`src/rtl/lsu_mem_port_pkg.sv`:
```
// Shared load/store code constants, LSU FSM state type and the access legality check.
package lsu_mem_port_pkg;

  localparam logic [2:0] MEM_READ_NONE = 3'b000;
  localparam logic [2:0] MEM_READ_LW   = 3'b001;
  localparam logic [2:0] MEM_READ_LH   = 3'b110;
  localparam logic [2:0] MEM_READ_LB   = 3'b111;
  localparam logic [2:0] MEM_READ_LBU  = 3'b011;
  localparam logic [2:0] MEM_READ_LHU  = 3'b010;

  localparam logic [1:0] MEM_WRITE_NONE = 2'b00;
  localparam logic [1:0] MEM_WRITE_SW   = 2'b01;
  localparam logic [1:0] MEM_WRITE_SH   = 2'b10;
  localparam logic [1:0] MEM_WRITE_SB   = 2'b11;

  typedef enum logic [1:0] {
    ST_IDLE = 2'd0,
    ST_BUS  = 2'd1,
    ST_RESP = 2'd2
  } lsu_state_t;

  // Rejects mixed load+store, unknown load codes and misaligned word/half accesses.
  function automatic logic op_illegal(input logic [2:0] mem_read,
                                      input logic [1:0] mem_write,
                                      input logic [1:0] addr_lo);
    logic bad;
    bad = 1'b0;
    if (mem_read != MEM_READ_NONE && mem_write != MEM_WRITE_NONE) bad = 1'b1;
    case (mem_read)
      MEM_READ_LW:                if (addr_lo != 2'b00) bad = 1'b1;
      MEM_READ_LH, MEM_READ_LHU:  if (addr_lo[0]) bad = 1'b1;
      MEM_READ_LB, MEM_READ_LBU,
      MEM_READ_NONE:              ;
      default:                    bad = 1'b1;
    endcase
    case (mem_write)
      MEM_WRITE_SW: if (addr_lo != 2'b00) bad = 1'b1;
      MEM_WRITE_SH: if (addr_lo[0]) bad = 1'b1;
      default:      ;
    endcase
    return bad;
  endfunction

endpackage

```
`src/rtl/lsu_mem_port_align.sv`:
```
// Byte-lane steering: write strobes, store data replication and load extraction.
module lsu_align
  import lsu_mem_port_pkg::*;
(
  input  logic [2:0]  mem_read,
  input  logic [1:0]  mem_write,
  input  logic [1:0]  addr_lo,
  input  logic [31:0] wdata,
  input  logic [31:0] rdata,
  output logic [3:0]  wstrb,
  output logic [31:0] wdata_lanes,
  output logic [31:0] load_data
);

  logic [7:0]  byte_sel;
  logic [15:0] half_sel;

  always_comb begin
    byte_sel    = rdata[{addr_lo, 3'b000} +: 8];
    half_sel    = addr_lo[1] ? rdata[31:16] : rdata[15:0];
    wstrb       = 4'b0000;
    wdata_lanes = wdata;
    load_data   = 32'h0;

    case (mem_write)
      MEM_WRITE_SW: wstrb = 4'b1111;
      MEM_WRITE_SH: begin
        wstrb       = addr_lo[1] ? 4'b1100 : 4'b0011;
        wdata_lanes = {2{wdata[15:0]}};
      end
      MEM_WRITE_SB: begin
        wstrb       = 4'b0001 << addr_lo;
        wdata_lanes = {4{wdata[7:0]}};
      end
      default: ;
    endcase

    case (mem_read)
      MEM_READ_LW:  load_data = rdata;
      MEM_READ_LH:  load_data = {{16{half_sel[15]}}, half_sel};
      MEM_READ_LHU: load_data = {16'h0, half_sel};
      MEM_READ_LB:  load_data = {{24{byte_sel[7]}}, byte_sel};
      MEM_READ_LBU: load_data = {24'h0, byte_sel};
      default:      load_data = 32'h0;
    endcase
  end

endmodule

```
`src/rtl/lsu_mem_port.sv`:
```
// Load/store unit memory port: one core request at a time onto a word-addressed bus.
// Handshake: an operation transfers when req_valid && req_ready; req_ready is high only in IDLE.
module lsu_mem_port
  import lsu_mem_port_pkg::*;
#(
  parameter int TIMEOUT_CYCLES = 255
) (
  input  logic        clk,
  input  logic        rst_n,
  input  logic        req_valid,
  output logic        req_ready,
  input  logic [31:0] req_addr,
  input  logic [31:0] req_wdata,
  input  logic [2:0]  req_mem_read,
  input  logic [1:0]  req_mem_write,
  output logic        resp_valid,
  output logic [31:0] resp_rdata,
  output logic        resp_err,
  output logic        bus_req,
  output logic        bus_we,
  output logic [31:0] bus_addr,
  output logic [3:0]  bus_wstrb,
  output logic [31:0] bus_wdata,
  input  logic        bus_ack,
  input  logic [31:0] bus_rdata,
  output lsu_state_t  dbg_state
);

  localparam int               CNT_W    = $clog2(TIMEOUT_CYCLES + 1);
  localparam logic [CNT_W-1:0] CNT_LAST = CNT_W'(TIMEOUT_CYCLES - 1);

  lsu_state_t       state;
  logic [31:0]      op_addr;
  logic [31:0]      op_wdata;
  logic [2:0]       op_read;
  logic [1:0]       op_write;
  logic [CNT_W-1:0] tmo_cnt;
  logic [3:0]       lane_strb;
  logic [31:0]      lane_wdata;
  logic [31:0]      load_data;
  logic             accept;

  assign accept    = req_valid && req_ready;
  assign dbg_state = state;

  lsu_align u_align (
    .mem_read    (op_read),
    .mem_write   (op_write),
    .addr_lo     (op_addr[1:0]),
    .wdata       (op_wdata),
    .rdata       (bus_rdata),
    .wstrb       (lane_strb),
    .wdata_lanes (lane_wdata),
    .load_data   (load_data)
  );

  // Bus fields come straight from the latched operation, so they cannot move while bus_req is up.
  assign bus_addr  = bus_req ? {op_addr[31:2], 2'b00} : 32'h0;
  assign bus_wstrb = (bus_req && bus_we) ? lane_strb : 4'b0000;
  assign bus_wdata = (bus_req && bus_we) ? lane_wdata : 32'h0;

  always_ff @(posedge clk or negedge rst_n) begin
    if (!rst_n) begin
      state      <= ST_IDLE;
      req_ready  <= 1'b0;
      resp_valid <= 1'b0;
      resp_rdata <= 32'h0;
      resp_err   <= 1'b0;
      bus_req    <= 1'b0;
      bus_we     <= 1'b0;
      op_addr    <= 32'h0;
      op_wdata   <= 32'h0;
      op_read    <= MEM_READ_NONE;
      op_write   <= MEM_WRITE_NONE;
      tmo_cnt    <= '0;
    end else begin
      case (state)
        ST_IDLE: begin
          req_ready <= 1'b1;
          if (accept) begin
            req_ready <= 1'b0;
            op_addr   <= req_addr;
            op_wdata  <= req_wdata;
            op_read   <= req_mem_read;
            op_write  <= req_mem_write;
            if (op_illegal(req_mem_read, req_mem_write, req_addr[1:0])) begin
              state      <= ST_RESP;
              resp_valid <= 1'b1;
              resp_err   <= 1'b1;
              resp_rdata <= 32'h0;
            end else if (req_mem_read == MEM_READ_NONE && req_mem_write == MEM_WRITE_NONE) begin
              state      <= ST_RESP;
              resp_valid <= 1'b1;
              resp_err   <= 1'b0;
              resp_rdata <= 32'h0;
            end else begin
              state   <= ST_BUS;
              bus_req <= 1'b1;
              bus_we  <= (req_mem_write != MEM_WRITE_NONE);
              tmo_cnt <= '0;
            end
          end
        end
        ST_BUS: begin
          if (bus_ack) begin
            state      <= ST_RESP;
            bus_req    <= 1'b0;
            bus_we     <= 1'b0;
            resp_valid <= 1'b1;
            resp_err   <= 1'b0;
            resp_rdata <= bus_we ? 32'h0 : load_data;
          end else if (tmo_cnt == CNT_LAST) begin
            state      <= ST_RESP;
            bus_req    <= 1'b0;
            bus_we     <= 1'b0;
            resp_valid <= 1'b1;
            resp_err   <= 1'b1;
            resp_rdata <= 32'h0;
          end else begin
            tmo_cnt <= tmo_cnt + 1'b1;
          end
        end
        ST_RESP: begin
          state      <= ST_IDLE;
          resp_valid <= 1'b0;
          resp_err   <= 1'b0;
          resp_rdata <= 32'h0;
          req_ready  <= 1'b1;
        end
        default: state <= ST_IDLE;
      endcase
    end
  end

endmodule
```
`config.mk`:
```
export PLATFORM = sky130hd
export DESIGN_NAME = lsu_mem_port
export DESIGN_NICKNAME = d
export VERILOG_FILES = /design/src/rtl/lsu_mem_port_pkg.sv /design/src/rtl/lsu_mem_port_align.sv /design/src/rtl/lsu_mem_port.sv
export SDC_FILE = /design/constraint.sdc
export NUM_CORES = 1
export LEC_CHECK = 0
export CELL_PAD_IN_SITES_DETAIL_PLACEMENT = 1
export CELL_PAD_IN_SITES_GLOBAL_PLACEMENT = 2
export CORE_UTILIZATION = 24
export DETAILED_ROUTE_END_ITERATION = 6
export HOLD_SLACK_MARGIN = 0.03
export PLACE_DENSITY = 0.85
export SYNTH_ARGS = -nofsm -noshare
export SYNTH_HDL_FRONTEND = slang
export SYNTH_SLANG_ARGS = --single-unit
```
`constraint.sdc`:
```
create_clock -name clk -period 2.1 [get_ports clk]
set_input_delay 0.525 -clock clk [delete_from_list [all_inputs] [get_ports clk]]
set_output_delay 0.525 -clock clk [all_outputs]
set_load 0.05 [all_outputs]
```
==> metrics.txt <==
adder-cell area share of the yosys netlist=1.41%; RSZ-0062 raised after global routing=yes; Post-Syn Area=6230 um2; filler instances=2803; Leakage Power=4.88 nW; Max VDD drop=0.000722 V; R2R setup slack=0.11 ns; min cycle time layout=2.21 ns; Iter 0 DRT Violations=350; post-DR vias/cell=4.66; dpl cells=1244; simple-gate share of the synthesized area=23.3%; count of non-filler cells in the finished layout=1288; vias post-DR=5998; core box area=25300 um2; skew final=0.00914 ns; area of the multi-input gates=3470 um2; syn_area_per_cell=8.99 um2; CP endpoint kind=primary output; hold-fix buffers at CTS=0; root buf cell=clkbuf_16; die area=26600 um2; slew margin rel.=65.2%; total CTS buffers=17; Post-Route WL=23800 um; R2R Path End=tmo_cnt[6]; clock slew at reported path FFs=0.06 ns; share of cells above drive strength 1=31.0%; Reg-to-Reg Start=dbg_state[0]; wire per inst=18.5 um; Synth warnings=0; Arr. time, crit path=1.69 ns; Area growth syn-to-layout=74.2%; Placement Cell Area=10000 um2; Post-DP HPWL=17200 um; overall routing resource usage=18.4%; antenna cell count=0; Post-DRT Antenna Nets=0; critical path startpoint category=flip-flop; Final Hold Vio Count=0; Clock Sinks=116; commonest non-fill, non-tap cell in the layout=nand2_1; Mapped Cells=693; PortBufs=209; pwr dens=1410 nW/um2; post-synthesis mux area share=10.3%; CTS tree=done; clock latency on the worst-skew pair=0.42 ns; CTS H-Tree Depth=4; FF+latch area=2910 um2; sequential share of the synthesized area=46.6%; Pins Over Slew Limit=0; FF-to-FF path depth=8; max frequency=0.452 GHz; status=finished with violations; final worst slack=-0.111 ns; failing checks=negative setup slack; initial antenna violation count=0; main combinational cell family by area after synthesis=simple AND/OR/NAND/NOR gates; critical path peak fanout=8; Final #Nets=1057; most frequent cells in the layout=nand2_1, dfrtp_1, clkdlybuf4s50_1; Placer Congestion=0.795; DRC errors left=0; complex-gate fraction of the synthesized area=14.0%; max_cap viols=0; synth unique cells=51; Setup violations, final=28; number of synthesized flops with an enable pin=0; FP Rows=58; Starting Density=24.6%; worst path required time=1.57 ns; CP Class=reg2out; I/O Pins=212; Die Width=163 um; Worst-Margin Slew=0.524 ns; die height=163 um; Final Cycle Share=105%; first-pass GRT wire length=37300 um; Post-synth top flop=dfrtp_1; vias in the first global route=6508; Synth Area in XOR/XNOR=0%; Async SR Flop Fraction=100%; TritonRoute pass-1 iters=4; largest net degree at the start of global routing=56; maximum clock path buffer count=2; global route total overflow=0; min-delay worst type=in2async; final instance area=10900 um2; #FFs+latches synth=116
-- flip-flops by register name, indices dropped and copies added (netlist names), 2 cells and up --
name,cells
op_write,2
resp_rdata,32
op_wdata,32
op_addr,32
dbg_state,2
op_read,3
tmo_cnt,8
-- final cells by class --
class	count	area share [%]
Clock buffer	18	4.05
Tap cell	330	3.80
Sequential cell	116	26.8
Clock inverter	14	1.19
Inverter	13	0.542
Timing Repair Buffer	278	31.7
Multi-Input combinational cell	519	32.0
-- synthesized netlist by cell type, types with 2 or more instances --
cell	n	area share, %
nand2_1	236	14
dfrtp_1	116	47
a21oi_1	48	3.9
clkbuf_1	32	1.9
and2_1	30	3.0
nor2_1	24	1.4
o21ai_0	24	1.9
mux2_4	20	4.8
mux2i_1	17	2.7
nand3_1	14	1.1
inv_1	13	0.78
mux2_2	13	2.3
and3_1	11	1.1
a22oi_1	9	1.1
a211oi_1	8	0.96
a222oi_1	7	1.1
ha_1	7	1.4
o41ai_1	7	0.98
buf_1	5	0.30
or3_1	5	0.50
a21o_1	4	0.48
buf_2	4	0.32
buf_4	3	0.36
nor3_1	3	0.24
o21bai_1	3	0.36
o31ai_1	3	0.36
buf_12	2	0.64
nand2b_1	2	0.20
-- worst max path at each step --
stage	start	endpoint	slack (ns)	depth (start not counted)
floorplan	bus_req	bus_wdata[27]	-0.008	3
global placement	req_mem_write[1]	resp_rdata[16]	-0.60	10
detailed placement	req_mem_write[1]	resp_rdata[16]	-0.65	10
CTS	op_write[1]	bus_wdata[24]	-0.13	4
global route	op_write[0]	bus_wdata[28]	-0.15	4
finish	op_write[1]	bus_wdata[26]	-0.11	3
-- critical path, stage by stage, from the launching register on --
cell and delay (ns):
dfrtp_4 0.59, buf_16 0.20, a211oi_4 0.29, buf_12 0.18
-- repair_timing --
item	CTS	global route
buffers inserted	9	1
resized for setup	48	29
pin swaps	10	14
setup endpoints to repair	115	64
gates cloned	2	1
-- through the flow --
stage                     hold WS, ns  util, %  power, mW  TNS, ns  setup WS, ns
after floorplan                 0.229        -       8.36  -0.0151      -0.00753
after global placement          0.450     39.5       11.8   -22.44        -0.597
after detailed placement        0.459     39.5       12.0   -24.78        -0.649
after CTS                      0.0376     42.4       15.3    -2.44        -0.127
after global routing           0.0511     42.9       16.2    -3.62        -0.152
final                          0.0353     42.9       15.4    -2.11        -0.111
-- kinds of logic after synthesis --
kind of cell / after synthesis
DFF: 116
adders and majority gates: 7
buffers and inverters: 59
muxes: 51
AOI/OAI and AO/OA: 126
other: 1
and+or+nand+nor: 333
-- per-layer routing --
layer | share of wire [%] | track usage (%)
met2 | 51 | 32.2
met3 | 6.9 | 5.66
met4 | 1.2 | 4.80
met5 | 0 | 0
met1 | 41 | 21.7
-- power by group --
| part | total, mW | internal, mW | switching, mW |
|---|---|---|---|
| clock network | 2.82 | 1.67 | 1.16 |
| logic | 8.81 | 3.88 | 4.93 |
| registers | 3.72 | 2.97 | 0.743 |
Note: power is estimated with default switching activity, not from simulation.
